--- src/rtl/comp_rx_packer_if.sv ---
// comp_rx_packer_if: control, sample and FIFO read-side bundle for comp_rx_packer.
// Ports: ENABLE, SAMPLE_STB, COMP_OUT[NCH], FLUSH, CLEAR_CNT, FIFO_READ_NEXT (to packer);
//        FIFO_DATA_OUT[WORD_WIDTH], FIFO_EMPTY, FIFO_FULL, OVERFLOW_CNT[16], BUSY (from packer).
interface comp_rx_packer_if #(
    parameter int NCH        = 4,
    parameter int WORD_WIDTH = 32
);
    logic                  ENABLE;
    logic                  SAMPLE_STB;
    logic [NCH-1:0]        COMP_OUT;
    logic                  FLUSH;
    logic                  CLEAR_CNT;
    logic [WORD_WIDTH-1:0] FIFO_DATA_OUT;
    logic                  FIFO_READ_NEXT;
    logic                  FIFO_EMPTY;
    logic                  FIFO_FULL;
    logic [15:0]           OVERFLOW_CNT;
    logic                  BUSY;

    modport master (
        output ENABLE, SAMPLE_STB, COMP_OUT, FLUSH, CLEAR_CNT, FIFO_READ_NEXT,
        input  FIFO_DATA_OUT, FIFO_EMPTY, FIFO_FULL, OVERFLOW_CNT, BUSY
    );

    modport slave (
        input  ENABLE, SAMPLE_STB, COMP_OUT, FLUSH, CLEAR_CNT, FIFO_READ_NEXT,
        output FIFO_DATA_OUT, FIFO_EMPTY, FIFO_FULL, OVERFLOW_CNT, BUSY
    );
endinterface

--- src/rtl/comp_rx_packer.sv ---
// comp_rx_packer: packs NCH comparator bit streams into tagged words and queues them in a shared show-ahead FIFO.
// Ports: SEQ_CLK (clock), RST_B (async active-low reset), bus (comp_rx_packer_if.slave: sample/flush/clear
//        controls in, FIFO head word, empty/full flags, saturating overflow count and BUSY out).
// Word layout: [WW-1:WW-4] channel id, [WW-5:WW-10] nbits, [WW-11:0] MSB-first left-aligned payload.
module comp_rx_packer #(
    parameter int NCH        = 4,
    parameter int WORD_WIDTH = 32,
    parameter int FIFO_DEPTH = 16
) (
    input  logic             SEQ_CLK,
    input  logic             RST_B,
    comp_rx_packer_if.slave  bus
);
    localparam int PAYLOAD_W = WORD_WIDTH - 10;
    localparam int AW        = $clog2(FIFO_DEPTH);
    localparam int RW        = NCH > 1 ? $clog2(NCH) : 1;

    logic [PAYLOAD_W-1:0]  acc_q  [NCH];
    logic [PAYLOAD_W-1:0]  acc_d  [NCH];
    logic [5:0]            cnt_q  [NCH];
    logic [5:0]            cnt_d  [NCH];
    logic [WORD_WIDTH-1:0] slot_q [NCH];
    logic [WORD_WIDTH-1:0] slot_d [NCH];
    logic [NCH-1:0]        slot_v_q, slot_v_d;
    logic [RW-1:0]         rr_q, rr_d;
    logic [15:0]           ovf_q, ovf_d;
    logic [WORD_WIDTH-1:0] mem_q  [FIFO_DEPTH];
    logic [AW:0]           wr_q, rd_q;

    logic                  stb, empty, full, pop, any_cnt;
    logic                  gnt_v;
    logic [RW-1:0]         gnt;
    logic [NCH-1:0]        gnt_oh, rot;
    logic [2*NCH-1:0]      dbl;
    logic [16:0]           drops, ovf_sum;

    assign stb   = bus.SAMPLE_STB & bus.ENABLE;
    assign empty = wr_q == rd_q;
    assign full  = (wr_q[AW] != rd_q[AW]) && (wr_q[AW-1:0] == rd_q[AW-1:0]);
    assign pop   = bus.FIFO_READ_NEXT & ~empty;

    // Rotate the occupancy vector so bit 0 is the slot at rr_q; the lowest set bit wins.
    always_comb begin
        dbl   = {slot_v_q, slot_v_q} >> rr_q;
        rot   = dbl[NCH-1:0];
        gnt   = '0;
        gnt_v = |rot & ~full;
        for (int o = NCH - 1; o >= 0; o--)
            if (rot[o]) gnt = RW'((int'(rr_q) + o) % NCH);
        gnt_oh = gnt_v ? (NCH'(1) << gnt) : '0;
        rr_d   = gnt_v ? RW'((int'(gnt) + 1) % NCH) : rr_q;
    end

    // Per-channel accumulate, close and slot load; a closing word is lost only if its slot stays occupied.
    always_comb begin
        logic [PAYLOAD_W-1:0]  acc_s;
        logic [5:0]            cnt_s;
        logic                  close;
        drops   = '0;
        any_cnt = 1'b0;
        for (int i = 0; i < NCH; i++) begin
            acc_s = stb ? acc_q[i] | ({bus.COMP_OUT[i], {(PAYLOAD_W-1){1'b0}}} >> cnt_q[i]) : acc_q[i];
            cnt_s = stb ? cnt_q[i] + 6'd1 : cnt_q[i];
            close = (cnt_s == 6'(PAYLOAD_W)) || (bus.FLUSH && cnt_s != '0);
            acc_d[i]    = close ? '0 : acc_s;
            cnt_d[i]    = close ? '0 : cnt_s;
            slot_d[i]   = slot_q[i];
            slot_v_d[i] = slot_v_q[i] & ~gnt_oh[i];
            if (close && slot_v_q[i] && !gnt_oh[i]) begin
                drops = drops + 17'd1;
            end else if (close) begin
                slot_d[i]   = {4'(i), cnt_s, acc_s};
                slot_v_d[i] = 1'b1;
            end
            any_cnt = any_cnt | (cnt_q[i] != '0);
        end
        ovf_sum = {1'b0, ovf_q} + drops;
        ovf_d   = bus.CLEAR_CNT ? '0 : (ovf_sum > 17'hFFFF) ? 16'hFFFF : ovf_sum[15:0];
    end

    always_ff @(posedge SEQ_CLK or negedge RST_B) begin
        if (!RST_B) begin
            for (int i = 0; i < NCH; i++) begin
                acc_q[i]  <= '0;
                cnt_q[i]  <= '0;
                slot_q[i] <= '0;
            end
            slot_v_q <= '0;
            rr_q     <= '0;
            ovf_q    <= '0;
            wr_q     <= '0;
            rd_q     <= '0;
        end else begin
            for (int i = 0; i < NCH; i++) begin
                acc_q[i]  <= acc_d[i];
                cnt_q[i]  <= cnt_d[i];
                slot_q[i] <= slot_d[i];
            end
            slot_v_q <= slot_v_d;
            rr_q     <= rr_d;
            ovf_q    <= ovf_d;
            wr_q     <= wr_q + (AW+1)'(gnt_v);
            rd_q     <= rd_q + (AW+1)'(pop);
        end
    end

    // Storage needs no reset: the head is masked to zero while empty.
    always_ff @(posedge SEQ_CLK)
        if (gnt_v) mem_q[wr_q[AW-1:0]] <= slot_q[gnt];

    assign bus.FIFO_DATA_OUT = empty ? '0 : mem_q[rd_q[AW-1:0]];
    assign bus.FIFO_EMPTY    = empty;
    assign bus.FIFO_FULL     = full;
    assign bus.OVERFLOW_CNT  = ovf_q;
    assign bus.BUSY          = any_cnt | (|slot_v_q) | ~empty;
endmodule

--- src/flat_wrapper.sv ---
// flat-port wrapper written by rule: the top's interface ports become plain ports
module comp_rx_packer_flat 
#(
    parameter int NCH        = 4,
    parameter int WORD_WIDTH = 32,
    parameter int FIFO_DEPTH = 16
)
  (SEQ_CLK, RST_B, bus_ENABLE, bus_SAMPLE_STB, bus_COMP_OUT, bus_FLUSH, bus_CLEAR_CNT, bus_FIFO_READ_NEXT, bus_FIFO_DATA_OUT, bus_FIFO_EMPTY, bus_FIFO_FULL, bus_OVERFLOW_CNT, bus_BUSY);
  comp_rx_packer_if #(.NCH(NCH), .WORD_WIDTH(WORD_WIDTH)) bus_i ();
  input  logic SEQ_CLK;
  input  logic RST_B;
  input wire logic [$bits(bus_i.ENABLE)-1:0] bus_ENABLE;
  input wire logic [$bits(bus_i.SAMPLE_STB)-1:0] bus_SAMPLE_STB;
  input wire logic [$bits(bus_i.COMP_OUT)-1:0] bus_COMP_OUT;
  input wire logic [$bits(bus_i.FLUSH)-1:0] bus_FLUSH;
  input wire logic [$bits(bus_i.CLEAR_CNT)-1:0] bus_CLEAR_CNT;
  input wire logic [$bits(bus_i.FIFO_READ_NEXT)-1:0] bus_FIFO_READ_NEXT;
  output wire logic [$bits(bus_i.FIFO_DATA_OUT)-1:0] bus_FIFO_DATA_OUT;
  output wire logic [$bits(bus_i.FIFO_EMPTY)-1:0] bus_FIFO_EMPTY;
  output wire logic [$bits(bus_i.FIFO_FULL)-1:0] bus_FIFO_FULL;
  output wire logic [$bits(bus_i.OVERFLOW_CNT)-1:0] bus_OVERFLOW_CNT;
  output wire logic [$bits(bus_i.BUSY)-1:0] bus_BUSY;
  assign bus_i.ENABLE = bus_ENABLE;
  assign bus_i.SAMPLE_STB = bus_SAMPLE_STB;
  assign bus_i.COMP_OUT = bus_COMP_OUT;
  assign bus_i.FLUSH = bus_FLUSH;
  assign bus_i.CLEAR_CNT = bus_CLEAR_CNT;
  assign bus_i.FIFO_READ_NEXT = bus_FIFO_READ_NEXT;
  assign bus_FIFO_DATA_OUT = bus_i.FIFO_DATA_OUT;
  assign bus_FIFO_EMPTY = bus_i.FIFO_EMPTY;
  assign bus_FIFO_FULL = bus_i.FIFO_FULL;
  assign bus_OVERFLOW_CNT = bus_i.OVERFLOW_CNT;
  assign bus_BUSY = bus_i.BUSY;
  comp_rx_packer #(.NCH(NCH), .WORD_WIDTH(WORD_WIDTH), .FIFO_DEPTH(FIFO_DEPTH)) u_core (.SEQ_CLK(SEQ_CLK), .RST_B(RST_B), .bus(bus_i));
endmodule
--- config.mk ---
export PLATFORM = sky130hd
export DESIGN_NAME = comp_rx_packer_flat
export DESIGN_NICKNAME = d
export VERILOG_FILES = /design/src/rtl/comp_rx_packer_if.sv /design/src/rtl/comp_rx_packer.sv /design/src/flat_wrapper.sv
export SDC_FILE = /design/constraint.sdc
export NUM_CORES = 1
export LEC_CHECK = 0
export ABC_AREA = 1
export BUFFER_PORTS_ARGS = -buffer_cell sky130_fd_sc_hd__buf_2
export CORE_UTILIZATION = 63
export DETAILED_ROUTE_END_ITERATION = 12
export PLACE_DENSITY_LB_ADDON = 0.12
export REMOVE_ABC_BUFFERS = 1
export SYNTH_ARGS = -nofsm -noshare
export SYNTH_HDL_FRONTEND = slang
export SYNTH_SLANG_ARGS = --single-unit
--- constraint.sdc ---
create_clock -name SEQ_CLK -period 6.3 [get_ports SEQ_CLK]
set_input_delay 0.63 -clock SEQ_CLK [delete_from_list [all_inputs] [get_ports SEQ_CLK]]
set_output_delay 0.63 -clock SEQ_CLK [all_outputs]
set_load 0.1 [all_outputs]
==> results.py <==
metrics = {
    "clocking": {
        "cts_buffers": 73,
        "tritoncts": "yes",
        "ctsRootBufferMaster": "clkbuf_16",
        "htree_num_levels": 3,
        "cts_sinks": 739,
        "clk_transition_reported_paths_ns": 0.06,
        "post_cts.repair.setup_buffers": 0,
        "cts.path.max_buffers": 3,
        "insertion_delay_ns": 0.61,
    },
    "global_route": {
        "grt_antenna_before_repair": 1,
        "grt_pass1_vias": 20600,
        "maximum_number_of_pins_on_one_net_before_global_route_repair": 243,
        "groute.usage.overall": 0.306,
        "globalRouteOverflowTotal": 0,
        "grt_pass1_wl_um": 116000,
    },
    "setup_path": {
        "worst_r2r_startpoint": "u_core.rr_q[0]$_DFFE_PN0P_",
        "timing.critical_path.from_type": "register",
        "cp_data_arrival_time_ns": 6.20,
        "slowest_cell_on_the_critical_path": "dfrtp_1",
        "setup.worst_path.end_class": "register",
        "flop2flop_setup_slack_ns": 0.65,
        "ff2ff_path_depth": 35,
        "worstPathMaxFanout": 32,
        "crit_path_max_incr_delay_ns": 0.50,
        "critPathRequiredTime_ns": 6.85,
        "setup.worst_path.class": "reg -> reg",
        "rr_endpoint": "u_core.bus.OVERFLOW_CNT[11]$_DFF_PN0_",
    },
    "floorplan": {
        "die_area_sq_um": 50200,
        "placeableCoreArea_sq_um": 48700,
        "boundaryPins": 62,
        "die_h_um": 224,
        "start_util": 0.637,
        "row_count": 81,
        "floorplan.die.width_um": 224,
    },
    "logic_synthesis": {
        "synthesis.yosys.warnings": 0,
        "asyncSetResetFlopFracSynth": 0.350,
        "synthMostInstantiatedCell": "edfxtp_1",
        "synth.cells.most_frequent": "480 x edfxtp_1, 443 x nor2_1, 436 x nand2_1",
        "synth-edff-count": 480,
        "postSynthCellCount": 2750,
        "post_synth_design_cell_area_sq_um": 31100,
        "synthDominantCellAreaShare": 0.464,
        "synth.ff_latch_count": 739,
        "synth_top_flop_cell": "edfxtp_1",
        "netlist_top_cells_area": "edfxtp_1 46%, dfrtp_1 21%, nor2_1 5.4%",
        "synth_top_cell_by_area": "edfxtp_1",
        "synth_cell_types": 44,
        "synth_seq_area_share": 0.673,
        "mean_area_per_synthesized_cell_sq_um": 11.3,
    },
    "detailed_routing": {
        "routed_via_density": 6.10,
        "wire_length_after_detailed_routing_um": 75300,
        "routed_wire_length_per_instance_um": 21.7,
        "vias": 21200,
        "drt-pass1-iter-count": 8,
        "first_drt_iteration_drcs": 2214,
        "post-route-drc-count": 0,
        "antenna_left": 0,
    },
    "final_layout": {
        "n_fill_cell": 3420,
        "final_layout_size_suffix_gt1_frac": 0.0832,
        "multiInputGateArea_sq_um": 9160,
        "final-seq-area_sq_um": 20900,
        "design.final.nets": 2796,
        "area.growth.synth_to_final_pct": 9.92,
        "stdcell_area_sq_um": 34100,
        "antenna-diode-count": 0,
    },
    "sta": {
        "fin_skew_ns": 0.0206,
        "setup-violations-final": 0,
        "finalSetupTns_ns": 0,
        "maxSlewHeadroom": 0.219,
        "grt_setup_unrepaired": "false",
        "fmaxAchievable_mhz": 177,
        "hold_ws_ns": 0.325,
        "tightestPinTransition_ns": 1.16,
        "slew_violations": 0,
        "post-route-min-period_ns": 5.65,
        "post-route-period-util": 0.896,
        "timing_hold_violations_final": 0,
    },
    "placed_design": {
        "hpwl_um": 42900,
        "place_area_sq_um": 31900,
        "gp_routability_congestion": 0.924,
        "port-buffer-count": 59,
    },
    "hold_path": {
        "hold_depth": 2,
        "hold_class": "in -> reg",
        "hold_path_end": "u_core.bus.OVERFLOW_CNT[6]$_DFF_PN0_",
        "hold_path_startpoint": "bus_CLEAR_CNT",
    },
    "status": {
        "status": "finished, final reports clean",
    },
    "job": {
        "cap_violations": 0,
    },
}
## metal layers
metal  routed length [um]  global-route usage  up-vias
li1                     -                   -     9705
met3                 5060              0.0345      133
met5                    0                   0        -
met4                 2270               0.117        0
met1                30400               0.419    10500
met2                37500               0.508      892
## cell usage in the layout (no fill, tap or decap), types with 22 or more instances in the layout
cell,instances
nand2_1,435
a31oi_1,43
buf_4,38
o32ai_1,66
nand3b_1,50
clkbuf_16,74
nand3_1,138
and2_1,30
dfrtp_1,256
xor2_1,28
o221ai_1,41
nor3_1,22
edfxtp_1,480
o21ai_0,196
nor2_1,425
ha_1,23
buf_2,58
a21oi_1,89
inv_1,98
mux2i_1,48
## cell families after synthesis
family                     synth area share
and+or+nand+nor                       0.160
muxes                                0.0155
other                              0.000121
xor gates and xnor gates             0.0109
AOI/OAI and AO/OA                    0.0938
buffers and inverters                0.0374
DFF                                   0.673
adders and majority gates           0.00991
## stage by stage
stage          cells  worst slack (ns)  utilization
2_1_floorplan   2585             -4.75            -
3_3_place_gp    3349             0.984        0.655
3_5_place_dp    3349             0.680        0.655
4_1_cts         3476             0.671        0.700
5_1_grt         3476             0.149        0.700
6_report        3476             0.653        0.700
## worst max-delay path: cells and delay by family (launching register included)
family / cells / cell delay (ns)
adders and majority gates: 4 / 1.07
DFF: 1 / 0.50
and+or+nand+nor: 21 / 2.54
AOI/OAI and AO/OA: 2 / 0.45
buffers and inverters: 8 / 1.03
## sequential cells by signal, summed over array words and instances, names as in the netlist
signal                   cells
u_core.slot_q              115
u_core.bus.OVERFLOW_CNT     16
u_core.wr_q                  5
u_core.mem_q               480
u_core.acc_q                88
u_core.cnt_q                24
u_core.slot_v_q              4
u_core.rd_q                  5
u_core.rr_q                  2
## worst max path at each step
stage / from / slack [ns] / cells after the start / to
5_1_grt: u_core.rr_q[0]$_DFFE_PN0P_ / 0.15 / 36 / u_core.bus.OVERFLOW_CNT[11]$_DFF_PN0_
3_3_place_gp: u_core.rr_q[0]$_DFFE_PN0P_ / 0.98 / 33 / u_core.bus.OVERFLOW_CNT[9]$_DFF_PN0_
4_1_cts: u_core.rr_q[0]$_DFFE_PN0P_ / 0.67 / 33 / u_core.bus.OVERFLOW_CNT[7]$_DFF_PN0_
3_5_place_dp: u_core.rr_q[0]$_DFFE_PN0P_ / 0.68 / 34 / u_core.bus.OVERFLOW_CNT[5]$_DFF_PN0_
2_1_floorplan: u_core.rd_q[0]$_DFF_PN0_ / -4.75 / 5 / bus_FIFO_DATA_OUT[15]
6_report: u_core.rr_q[0]$_DFFE_PN0P_ / 0.65 / 35 / u_core.bus.OVERFLOW_CNT[11]$_DFF_PN0_
## repair_timing
item,4_1_cts,5_1_grt
endpoints found under the hold margin,1,0
resized for setup,0,1
setup endpoints to repair,0,6
hold buffers,1,0
## layout make-up
type	count	area share
multi-input cells	1744	0.268
clock buffers	101	0.0590
well taps	664	0.0243
repair buffers	101	0.0193
flip-flops and latches	739	0.612
inverters	102	0.0114
clock inverters	25	0.00553
Power is not shown: default switching activity piles up to over one toggle a cycle in this logic, so the estimate is an artifact.
